--- src/rtl/instruction_fetch.sv ---
// Instruction fetch stage: one outstanding request to instruction memory, holds the
// fetched word for decode until accepted, and handles redirects, wrap and ack timeout.
module instruction_fetch #(
   parameter logic [31:0] RESET_PC = 32'h0000_0000,
   parameter int unsigned TIMEOUT  = 255
) (
   input  logic        clock,
   input  logic        reset,
   output logic        imem_req,
   output logic [31:0] imem_addr,
   input  logic        imem_ack,
   input  logic [31:0] imem_rdata,
   output logic [31:0] instr,
   output logic [6:0]  opcode,
   output logic [31:0] pc,
   output logic [31:0] pc_plus4,
   output logic        instr_valid,
   input  logic        instr_accept,
   input  logic        redirect,
   input  logic [31:0] redirect_target,
   output logic        misaligned,
   output logic        fetch_fault
);

   typedef enum logic [1:0] {
      FETCH = 2'd0,
      HOLD  = 2'd1,
      FAULT = 2'd2
   } state_t;

   localparam logic [7:0] WAIT_LAST = 8'(TIMEOUT - 1);
   localparam logic [31:0] NOP = 32'h0000_0013;

   state_t      state;
   state_t      state_nxt;
   logic [31:0] fetch_pc;
   logic [7:0]  wait_cnt;
   logic        armed;
   logic        fetch_done;
   logic        fetch_timeout;
   logic        take;

   always_ff @(posedge clock or negedge reset) begin
      if (!reset) begin
         state <= FETCH;
      end else begin
         state <= state_nxt;
      end
   end

   assign fetch_done    = imem_req && imem_ack;
   assign fetch_timeout = imem_req && !imem_ack && (wait_cnt == WAIT_LAST);
   assign take          = (state == HOLD) && instr_accept;

   always_comb begin
      state_nxt = state;
      unique case (state)
         FETCH: begin
            if (fetch_done) begin
               state_nxt = HOLD;
            end else if (fetch_timeout) begin
               state_nxt = FAULT;
            end
         end
         HOLD: begin
            if (instr_accept) begin
               state_nxt = FETCH;
            end
         end
         FAULT: state_nxt = FAULT;
         default: state_nxt = FETCH;
      endcase
   end

   // armed stays low through the first edge after reset release, so the request
   // cannot appear while reset is asserted or in the same cycle it deasserts.
   always_comb begin
      imem_req    = (state == FETCH) && armed;
      instr_valid = (state == HOLD);
   end

   always_ff @(posedge clock or negedge reset) begin
      if (!reset) begin
         armed       <= 1'b0;
         fetch_pc    <= RESET_PC;
         instr       <= NOP;
         pc          <= RESET_PC;
         wait_cnt    <= '0;
         misaligned  <= 1'b0;
         fetch_fault <= 1'b0;
      end else begin
         armed <= 1'b1;
         if (fetch_done) begin
            instr    <= imem_rdata;
            pc       <= fetch_pc;
            wait_cnt <= '0;
         end else if (fetch_timeout) begin
            fetch_fault <= 1'b1;
         end else if (imem_req) begin
            wait_cnt <= wait_cnt + 8'd1;
         end
         if (take) begin
            if (redirect) begin
               fetch_pc <= {redirect_target[31:2], 2'b00};
               if (redirect_target[1:0] != 2'b00) begin
                  misaligned <= 1'b1;
               end
            end else begin
               fetch_pc <= pc_plus4;
            end
         end
      end
   end

   assign imem_addr = fetch_pc;
   assign opcode    = instr[6:0];
   assign pc_plus4  = pc + 32'd4;

endmodule

--- config.mk ---
export PLATFORM = sky130hd
export DESIGN_NAME = instruction_fetch
export DESIGN_NICKNAME = d
export VERILOG_FILES = /design/src/rtl/instruction_fetch.sv
export SDC_FILE = /design/constraint.sdc
export NUM_CORES = 1
export LEC_CHECK = 0
export CAP_MARGIN = 20
export CORE_MARGIN = 2
export CORE_UTILIZATION = 40
export CTS_CLUSTER_SIZE = 12
export DETAILED_ROUTE_END_ITERATION = 6
export PLACE_DENSITY = 0.88
export SETUP_SLACK_MARGIN = 0.3
export SKIP_LAST_GASP = 1
export SLEW_MARGIN = 40
export SYNTH_ARGS = -nofsm -noshare
export SYNTH_HDL_FRONTEND = slang
export SYNTH_SLANG_ARGS = --single-unit
--- constraint.sdc ---
create_clock -name clock -period 2.5 [get_ports clock]
set_clock_uncertainty 0.2 [all_clocks]
set_input_delay 0.25 -clock clock [delete_from_list [all_inputs] [get_ports clock]]
set_output_delay 0.25 -clock clock [all_outputs]
set_load 0.02 [all_outputs]
## After elaboration in Yosys (flattened, before gate mapping)

Index checks and enable logic that the tools add are counted.

| word-level totals | value |
|---|---|
| input port bits | 69 |
| output and inout port bits | 139 |
| register bits after elaboration | 109 |

| operators by class | value |
|---|---|
| muxes and demuxes | 8 |
| $add $sub $neg | 2 |
| bitwise gates (word level) | 1 |
| reductions and logical operators | 13 |
| equality and inequality tests | 6 |

Operator list:

| cell | count |
|---|---|
| $add 32x3->32 const B | 1 |
| $mux 32 | 1 |
| $mux 8 | 3 |
| $add 8x1->8 const B | 1 |
| $eq 8x8->1 const B | 1 |
| $mux 2 | 3 |
| $pmux 2 s3 | 1 |
| $reduce_and 2->1 | 3 |
| $logic_and 1x1->1 | 5 |
| $reduce_bool 2->1 | 2 |
| $ne 3x3->1 const B | 1 |
| $reduce_and 3->1 | 1 |
| $eq 2x1->1 const B | 1 |
| $eq 2x2->1 const B | 1 |
| $logic_not 2->1 | 1 |
| $ne 2x1->1 const B | 1 |
| $ne 2x2->1 const B | 1 |
| $logic_not 1->1 | 1 |
| $not 1->1 | 1 |

## Logic depth before layout (Yosys ltp)

Gate-level depths: netlist (run 1).

| depth | value |
|---|---|
| depth in word-level cells | 7 |
| depth in mapped cells | 8 |

## Least setup slack after synthesis (run 1)

No wires, ideal clock.

| timing | value |
|---|---|
| path type | register to output |
| start | register pc[2] |
| end | output port pc_plus4[28] |
| slack | -124 ps |
| arrival | 2174 ps |
| stages on the path, launching flop included | 8 |
| path buffers | 2 |
| cell sequence | dfrtp_1 ha_1 clkbuf_1 nand2_1 or4_1 clkbuf_1 o31a_2 or2_1 |

| on the way | value |
|---|---|
| longest elaborated chain between the ends | 1 |

RTL lines:

| item | line | text |
|---|---|---|
| start: declaration | 15 | `output logic [31:0] pc,` |
| start signal: assignment | 95 | `pc <= fetch_pc;` |
| $add 32x3->32 | 117 | `assign pc_plus4 = pc + 32'd4;` |
| end: declaration | 16 | `output logic [31:0] pc_plus4,` |

No other way between the ends.

## Worst setup path after layout (run 1)

Ends and elaborated chain as after synthesis.

==> metrics.md, run 1 <==
| Metric | Value |
|---|---|
| Drt initial violations | `between 300 and 400` |
| Final setup viols | `16` |
| Worst-path clk slew | `80 ps` |
| First-pass GRT wire length | `28200 µm` |
| Worst Tran Pin Value | `about 700 ps` |
| Synth unique cells | `52` |
| # fillers | `860` |
| Yosys reg bits | `roughly 110` |
| Failing checks | `setup timing` |
| Most common cell in the netlist | `dfrtp_1` |
| Top FF cell, synth | `dfrtp_1` |
| Synth top cells by count | `dfrtp_1, mux2_2, nand2_1` |
| Hold/Removal Path Class | `flop to flop` |
| Ant diodes | `0` |
| Die Area | `roughly 14000 µm²` |
| Dpl hpwl | `12300 µm` |
| Relative slew margins | `53.1%` |
| Yosys top cell area share | `50.8%` |
| Avg Vias per Cell | `about 5.3` |
| Worst-path fanout max | `6` |
| Internal power | `5.80 mW` |
| Congestion Overflow GR | `0` |
| Clock sinks | `about 110` |
| Final instance area | `9120 µm²` |
| Post-route worst setup slack | `-198 ps` |
| WP data required | `2050 ps` |
| Share of the yosys chip area belonging to registers | `52.3%` |
| CP Cell Sequence | `ha_4, nand2_2, or4_4, o31a_4, or2_4, buf_4` |
| DR vias | `around 4900` |
| Kind of critical path | `flop to output port` |
| TritonCTS clock tree | `built` |
| Post-DP Area | `8030 µm²` |
| Power Density | `1020 nW/µm²` |
| Remaining DRCs | `0` |
| Peak supply drop | `0.000608 V` |
| Clock buffer depth | `2` |
| Status | `complete, but fails checks` |
| Synthesized area | `5220 µm²` |
| Cts bufs inserted | `9` |
| Comb pwr share | `52.1%` |
| Yosys top cell by area | `dfrtp_1` |
| Total GRT Usage | `25.6%` |
| Final Cycle Share | `108%` |
| Total Wirelength | `18500 µm` |
| Vias in the first global route | `~5200` |
| Syn Inst Count | `459` |
| Top post-synthesis cells by area | `dfrtp_1, mux2_2, nand2_1, xor2_1, a221o_1` |
| Drt first pass iters | `4` |
| Largest net degree at the start of global routing | `52` |
| Register share of total power | `29.5%` |
| Slowest stage cell, crit path | `or4_4` |
| Sw Pwr | `3.51 mW` |
| Initial core utilization | `41.2%` |
| Synth-to-layout area growth | `74.6%` |
| Htree depth | `3` |
| Net Sw Frac | `37.7%` |
| Mean Syn Cell Area | `11.4 µm²` |
| Post-DRT Antenna Nets | `0` |
| Max Slew Vio Count | `0` |
| Final hold vios | `0` |
| Post-synth EDFFs | `0` |
| Worst setup SP type | `flop` |
| Initial antenna violation count | `0` |
| Port-buffer cells | `207` |
| Die X | `between 100 and 150 µm` |
| Clock power share | `18.4%` |
| Crit path largest cell delay | `520 ps` |
| CP endpoint kind | `output port` |
| Max cap viols | `0` |
| Fin crit period | `2700 ps` |
| CP arrival | `2250 ps` |
| Std cell rows | `41` |
| Placement Setup Slack | `-329 ps` |
| Worst R2R Setup Slack | `-90 ps` |
| Multi-input combinational cell area | `2780 µm²` |
| Routability cong. | `0.838` |
| Layout cells sized above 1 | `38.1%` |
| Fmax | `about 370 MHz` |
| Unrepaired setup endpoints after global routing | `true` |
| Core Box Area | `12700 µm²` |
| Yosys warning count | `0` |
| Ys async rst share | `100%` |
| Die Y | `roughly 120 µm` |
| Post-Route Utilization | `between 70 and 80%` |
| Final nets | `820` |
| WL/cell | `20.0 µm` |
| Clock Latency Late Sink | `~350 ps` |
| Reg area | `2740 µm²` |
| Leakage power | `4.21 nW` |
| Synthesized net count | `531` |
| Root buffer cell | `clkbuf_16` |
| Io pins | `208` |
[metal layers]
metal,wire length [µm],vias up,GRT usage [%]
met1,6930,2429,29.5
met5,0,-,0
met4,637,0,12.1
met2,9560,220,44.0
li1,-,2205,-
met3,1410,44,6.81
[path summary, 6_finish.rpt]
| check | from | end | cells past startpoint |
|---|---|---|---|
| setup / recovery | pc[2] | pc_plus4[28] | 6 |
| hold / removal | state[0] | state[1] | 1 |
| setup reg to reg | pc[2] | imem_addr[29] | 11 |
| hold reg to reg | state[0] | state[1] | 1 |
| max in group asynchronous | reset | pc[7] | 3 |
| min in group asynchronous | reset | instr[18] | 2 |
[placed cells by master, fill, tap and decap left out, types with 3 or more instances in the layout]
master / n
a21o_1: 4
a221o_1: 11
and3_1: 15
buf_12: 4
buf_4: 102
buf_6: 24
bufinv_16: 3
clkbuf_16: 9
clkbuf_8: 3
clkdlybuf4s50_1: 176
dfrtp_1: 98
dfrtp_2: 8
dfstp_2: 3
inv_1: 9
mux2_2: 60
mux2i_1: 9
nand2_1: 41
nand2b_1: 3
nand3_1: 13
nand3_2: 4
nand3b_1: 4
nand4_1: 7
nor2_1: 13
nor2_4: 3
nor3_1: 3
nor3_4: 4
nor4_4: 7
o21ai_0: 20
or2_4: 4
or4_4: 3
xnor2_2: 8
xor2_1: 10
xor2_2: 6
xor2_4: 3
[cell families after synthesis]
kind of cell	count (synthesis)	synth area share, %
DFF	109	52.3
buffers and inverters	46	4.34
adders and majority gates	3	0.719
xor gates and xnor gates	31	5.20
other	1	0.0718
muxes	69	14.7
AOI/OAI and AO/OA	52	6.98
and+or+nand+nor	148	15.7
[metrics by stage]
stage	TNS [ps]	cells	total power, mW	hold slack (ps)
after global placement	-2050	871	6.96	117
after detailed placement	-2990	871	7.09	128
after global routing	-2820	925	9.70	281
after CTS	-1230	910	8.99	244
after floorplan	0	459	4.71	-246
final	-1690	925	9.30	250
[sequential cells by signal, indices dropped and copies added (netlist names)]
signal / flops
imem_addr: 32
instr: 32
pc: 32
wait_cnt: 8
state: 2
armed: 1
fetch_fault: 1
misaligned: 1
[cell type report]
type,instances,share of cell area [%]
clock buffer,13,2.96
clock inverter,3,0.988
inverter,9,0.371
multi-input combinational,304,30.5
sequential,109,30.1
tap,172,2.36
timing repair buffer,315,32.7
[timing repair]
item | 4_1_cts | 5_1_grt
cloned | 1 | 0
setup buffers | 21 | 15
pin swaps | 22 | 27
setup endpoints to repair | 56 | 82
hold buffers | 1 | 0
endpoints found under the hold margin | 45 | 0
gates resized for setup | 169 | 61
[critical path, delay by kind of cell, from the launching register on]
family,cells,cell delay [ps]
adder cells (fa/ha/maj),1,190
AO/OA/AOI/OAI,1,310
AND/OR/NAND/NOR,3,830
flip-flops,1,410
buffers and inverters,1,160
[power by group through the flow]
| stage | Sequential [mW] | Combinational (mW) | Clock, mW |
|---|---|---|---|
| 2_1_floorplan | 3.39 | 1.32 | 0 |
| 3_3_place_gp | 2.67 | 4.29 | 0 |
| 3_5_place_dp | 2.72 | 4.38 | 0 |
| 4_1_cts | 2.71 | 4.54 | 1.74 |
| 5_1_grt | 2.82 | 5.07 | 1.82 |
| 6_report | 2.74 | 4.85 | 1.71 |
(Power assumes the default switching activity.)
==> run 2: changes to the inputs <==
Settings changed: ABC_CLOCK_PERIOD_IN_PS from default to 3160, CORE_UTILIZATION 40 to 47, PLACE_DENSITY 0.88 to 0.95.
Clock period 2.5 ns to 3.16 ns, I/O delays scaled along.
==> metrics.md, run 2 (synthesis results as in run 1) <==
| Metric | Value |
|---|---|
| Worst-path fanout max | `6` |
| Final Cycle Share | `92.3%` |
| Hold/Removal Path Class | `flop to flop` |
| Largest net degree at the start of global routing | `59` |
| Relative slew margins | `56.1%` |
| Fin crit period | `2920 ps` |
| Leakage power | `3.46 nW` |
| Met2 Use GR | `a little over two fifths` |
| Clock buffer depth | `2` |
| Worst Tran Pin Value | `roughly 660 ps` |
| Post-DRT Antenna Nets | `0` |
| Vias in the first global route | `around 4700` |
| Port-buffer cells | `around 210` |
| Final setup viols | `0` |
| First-pass GRT wire length | `between 20000 and 25000 µm` |
| Remaining DRCs | `0` |
| Die Area | `roughly 12000 µm²` |
| Peak supply drop | `0.000549 V` |
| Slowest stage cell, crit path | `or4_4` |
| Met1 Usage GRT | `31.8%` |
| CP Cell Sequence | `ha_4, nand2_2, or4_4, o31a_2, or2_1, buf_4` |
| Worst-path clk slew | `~100 ps` |
| Initial antenna violation count | `0` |
| Die X | `109 µm` |
| WP data required | `2640 ps` |
| Commonest non-fill, non-tap cell in the layout | `clkdlybuf4s50_1` |
| Crit path largest cell delay | `600 ps` |
| Fmax | `343 MHz` |
| Die Y | `109 µm` |
| Total power | `6.16 mW` |
| DR vias | `between 4000 and 5000` |
| Synth-to-layout area growth | `49.8%` |
| Std cell rows | `38` |
| Htree depth | `3` |
| GR Util met3 | `7.29%` |
| Cts bufs inserted | `9` |
| Routability cong. | `0.892` |
| Total GRT Usage | `26.0%` |
| Status | `complete, no violations` |
| Core Box Area | `10800 µm²` |
| Congestion Overflow GR | `0` |
| Total Wirelength | `about 16000 µm` |
| Layout cells sized above 1 | `between 20% and 30%` |
| Most frequent cells in the layout | `clkdlybuf4s50_1, dfrtp_1, mux2_2, nand2_1, buf_4` |
| # fillers | `~730` |
| Io pins | `208` |
| Initial core utilization | `48.2%` |
| CP endpoint kind | `output port` |
| WL/cell | `19.3 µm` |
| Power Density | `788 nW/µm²` |
| Drt first pass iters | `4` |
| Final nets | `740` |
| Root buffer cell | `clkbuf_8` |
| Final hold vios | `0` |
| Drt initial violations | `270` |
| Ant diodes | `0` |
| Clock sinks | `109` |
| Global route hottest layer | `met2` |
| Max cap viols | `0` |
| TritonCTS clock tree | `built` |
| Dpl hpwl | `11300 µm` |
| Clock Latency Late Sink | `380 ps` |
| Setup_tns | `0 ps` |
| CP arrival | `2400 ps` |
| Avg Vias per Cell | `5.50` |
| Max Slew Vio Count | `0` |
| Kind of critical path | `flop to output port` |
| Worst setup SP type | `flop` |
| Unrepaired setup endpoints after global routing | `true` |
-- run 2: timing repair --
action	4_1_cts	5_1_grt
hold buffers	1	0
buffers inserted	0	10
gates resized for setup	55	46
endpoints found under the hold margin	48	0
pin swaps	0	10
endpoints found under the setup margin	22	20
-- run 2: path summary, 6_finish.rpt --
| path | startpoint | to | slack (ps) | cells past startpoint |
|---|---|---|---|---|
| setup / recovery | pc[3] | pc_plus4[28] | 240 | 6 |
| max in group asynchronous | reset | pc[8] | 1680 | 3 |
| min in group asynchronous | reset | pc[24] | 320 | 2 |
| hold / removal | state[0] | state[1] | 250 | 1 |
| setup reg to reg | state[1] | pc[12] | 810 | 4 |
| hold reg to reg | state[0] | state[1] | 250 | 1 |
-- run 2: area by class of cell --
class	count	area [µm²]	share of cell area, %
Sequential cell	109	2740	35.1
Multi-Input combinational cell	304	2440	31.2
Timing Repair Buffer	235	2260	28.9
Tap cell	140	175	2.24
Clock buffer	13	149	1.90
Inverter	9	33.8	0.432
Clock inverter	3	21.3	0.272
-- run 2: per-stage QoR --
stage / utilization (%) / hold WS, ps / cell area [µm²] / setup slack (ps) / std cells
floorplan: - / -180 / 5220 / 470 / 459
global placement: 68.4 / 171 / 7420 / 194 / 786
detailed placement: 68.4 / 184 / 7420 / 139 / 786
CTS: 70.8 / 257 / 7670 / 123 / 803
global route: 72.1 / 291 / 7820 / 182 / 813
finish: 72.1 / 248 / 7820 / 244 / 813
-- run 2: where the power goes --
group | total, mW | switching [mW] | internal (mW)
Clock | 0.780 | 0.470 | 0.310
Sequential | 2.25 | 0.446 | 1.81
Combinational | 3.13 | 1.59 | 1.53
-- run 2: worst max-delay path, delay by kind of cell, from the launching register on --
family,cells,cell delay (ps)
fa+ha+maj,1,200
simple gates,3,910
buf+inv,1,170
flops,1,430
compound gates,1,310
-- run 2: per-layer routing --
| metal | wire length, µm | vias to the layer above |
|---|---|---|
| met4 | 353 | 0 |
| li1 | - | 2036 |
| met1 | 6190 | 2202 |
| met2 | 7790 | 209 |
| met3 | 1390 | 28 |
| met5 | 0 | - |
==> run 3: changes to the inputs <==
Settings changed: CORE_ASPECT_RATIO from default to 0.7, PLACE_DENSITY 0.95 to 0.86, RECOVER_POWER from default to 100.
==> metrics.md, run 3 (synthesis results as in run 1) <==
| Metric | Value |
|---|---|
| Worst R2R Setup Slack | `~350 ps` |
| Fin crit period | `3020 ps` |
| Comb pwr share | `46.6%` |
| Hold endpoint | `state[1]` |
| CP endpoint kind | `output port` |
| Congestion Overflow GR | `0` |
| Final setup viols | `0` |
| Io pins | `~210` |
| Drt first pass iters | `4` |
| Dpl hpwl | `approximately 11000 µm` |
| Core Box Area | `10900 µm²` |
| WP data required | `2640 ps` |
| TritonCTS clock tree | `built` |
| Leakage power | `3.55 nW` |
| Root buffer cell | `clkbuf_16` |
| Post-Route Utilization | `71.1%` |
| Worst Reg2Reg Path Length in Cells | `4` |
| Min-Delay Path Depth | `1` |
| R2R Path End | `instr[8]` |
| Ant diodes | `0` |
| CP dominant cell by count | `buf_4` |
| Remaining DRCs | `0` |
| Internal power | `3.67 mW` |
| Die X | `130 µm` |
| Sw Pwr | `2.49 mW` |
| Total power | `roughly 6.2 mW` |
| Die Area | `between 10000 and 15000 µm²` |
| Initial core utilization | `47.8%` |
| Port-buffer cells | `207` |
| Met2 Use GR | `42.3%` |
| Commonest non-fill, non-tap cell in the layout | `dlygate4sd3_1` |
| Net Sw Frac | `about two fifths` |
| Std cell rows | `32` |
| Hold/Removal Path Class | `flop to flop` |
| Final nets | `737` |
| CP arrival | `between 2000 and 3000 ps` |
| Power Density | `between 700 and 800 nW/µm²` |
| Max Slew Vio Count | `0` |
| Crit path largest cell delay | `400 ps` |
| Final Cycle Share | `95.5%` |
| Largest net degree at the start of global routing | `54` |
| Clock power share | `17.4%` |
| Fmax | `331 MHz` |
| Drt initial violations | `210` |
| Cts bufs inserted | `9` |
| Setup_tns | `0 ps` |
| GR Util met3 | `7.06%` |
| CP Cell Sequence | `clkbuf_4, buf_4, nand3_1, nor4_2, buf_4, nand4_1, xnor2_1, clkbuf_2` |
| Post-DP Area | `roughly 7500 µm²` |
| Post-DRT Antenna Nets | `0` |
| Max cap viols | `0` |
| Worst-path clk slew | `70 ps` |
| Post-route worst setup slack | `around 140 ps` |
| Clock buffer depth | `2` |
| Hold Startpoint | `state[0]` |
| Initial antenna violation count | `0` |
| Worst Tran Pin Value | `~1200 ps` |
| Final instance area | `roughly 8000 µm²` |
| Register share of total power | `36.1%` |
| Worst-path fanout max | `7` |
| Relative slew margins | `20.4%` |
| Htree depth | `3` |
| Met1 Usage GRT | `roughly a third` |
| Kind of critical path | `flop to output port` |
| Worst setup SP type | `flop` |
| Worst r2r src | `state[1]` |
| Global route hottest layer | `met2` |
| Total Wirelength | `15400 µm` |
| Routability cong. | `0.905` |
| Synth-to-layout area growth | `48.9%` |
| Final hold vios | `0` |
| Layout cells sized above 1 | `20.4%` |
| Clock sinks | `~110` |
| Status | `complete, no violations` |
| WL/cell | `18.7 µm` |
| Unrepaired setup endpoints after global routing | `true` |
| First-pass GRT wire length | `23800 µm` |
| Clock Latency Late Sink | `340 ps` |
| DR vias | `4469` |
| Total GRT Usage | `25.6%` |
| Vias in the first global route | `4546` |
| Most frequent cells in the layout | `dlygate4sd3_1, dfrtp_1, clkdlybuf4s50_1, mux2_2, nand2_1` |
| Die Y | `between 90 and 100 µm` |
| Placement Setup Slack | `156 ps` |
| Peak supply drop | `0.000522 V` |
| Avg Vias per Cell | `5.43` |
| Slowest stage cell, crit path | `dfrtp_1` |
run 3: cell types whose count changed in the layout (fill, tap and decap cells not counted), sizes merged:
cell / change
clkinvlp: +1
clkbuf: +14
dlymetal6s2s: -1
buf: -14
clkdlybuf4s50: -116
clkinv: -1
inv: +1
clkdlybuf4s15: -6
dlygate4sd3: +119
run 3: metal layers:
| metal | vias up | share of wire (%) |
|---|---|---|
| met5 | - | 0 |
| met2 | 181 | 49 |
| met4 | 0 | 1.7 |
| met1 | 2232 | 41 |
| met3 | 23 | 7.8 |
| li1 | 2033 | - |
run 3: final cells by class:
| type | instances | area, µm² |
|---|---|---|
| Clock inverter | 4 | 32.5 |
| Multi-Input combinational cell | 304 | 2350 |
| Sequential cell | 109 | 2740 |
| Clock buffer | 12 | 246 |
| Inverter | 9 | 33.8 |
| Timing Repair Buffer | 232 | 2180 |
| Fill cell | 783 | 3160 |
| Tap cell | 153 | 191 |
run 3: how the worst max path moves through the flow:
stage | from | end | slack [ps] | cells past startpoint
finish | pc[2] | pc_plus4[23] | 140 | 8
global route | pc[17] | pc_plus4[20] | 100 | 5
CTS | pc[2] | pc_plus4[28] | 220 | 6
detailed placement | pc[7] | pc_plus4[28] | 160 | 5
global placement | pc[7] | pc_plus4[28] | 230 | 5
floorplan | pc[2] | pc_plus4[28] | 470 | 7
run 3: power groups by stage:
stage / sequential (mW) / clock, mW / combinational, mW
finish: 2.22 / 1.07 / 2.87
global route: 2.29 / 1.15 / 3.02
CTS: 2.22 / 1.10 / 3.05
detailed placement: 2.22 / 0 / 3.08
global placement: 2.19 / 0 / 3.04
floorplan: 2.65 / 0 / 0.999
run 3: timing repair:
action	4_1_cts	5_1_grt
pin swaps	1	3
hold endpoints to repair	36	0
hold buffers	1	0
endpoints found under the setup margin	18	17
resized for setup	40	41
buffers inserted	1	3
run 3: metrics by stage:
step / hold slack [ps] / cells
global route: 288 / 823
floorplan: -180 / 459
detailed placement: 131 / 802
global placement: 121 / 802
finish: 253 / 823
CTS: 246 / 820
run 3: critical path: cells and delay by family (launching register included):
| kind | cells | cell delay (ps) |
|---|---|---|
| buffers and inverters | 4 | 740 |
| AND/OR/NAND/NOR | 3 | 660 |
| flip-flops | 1 | 400 |
| XOR/XNOR | 1 | 360 |
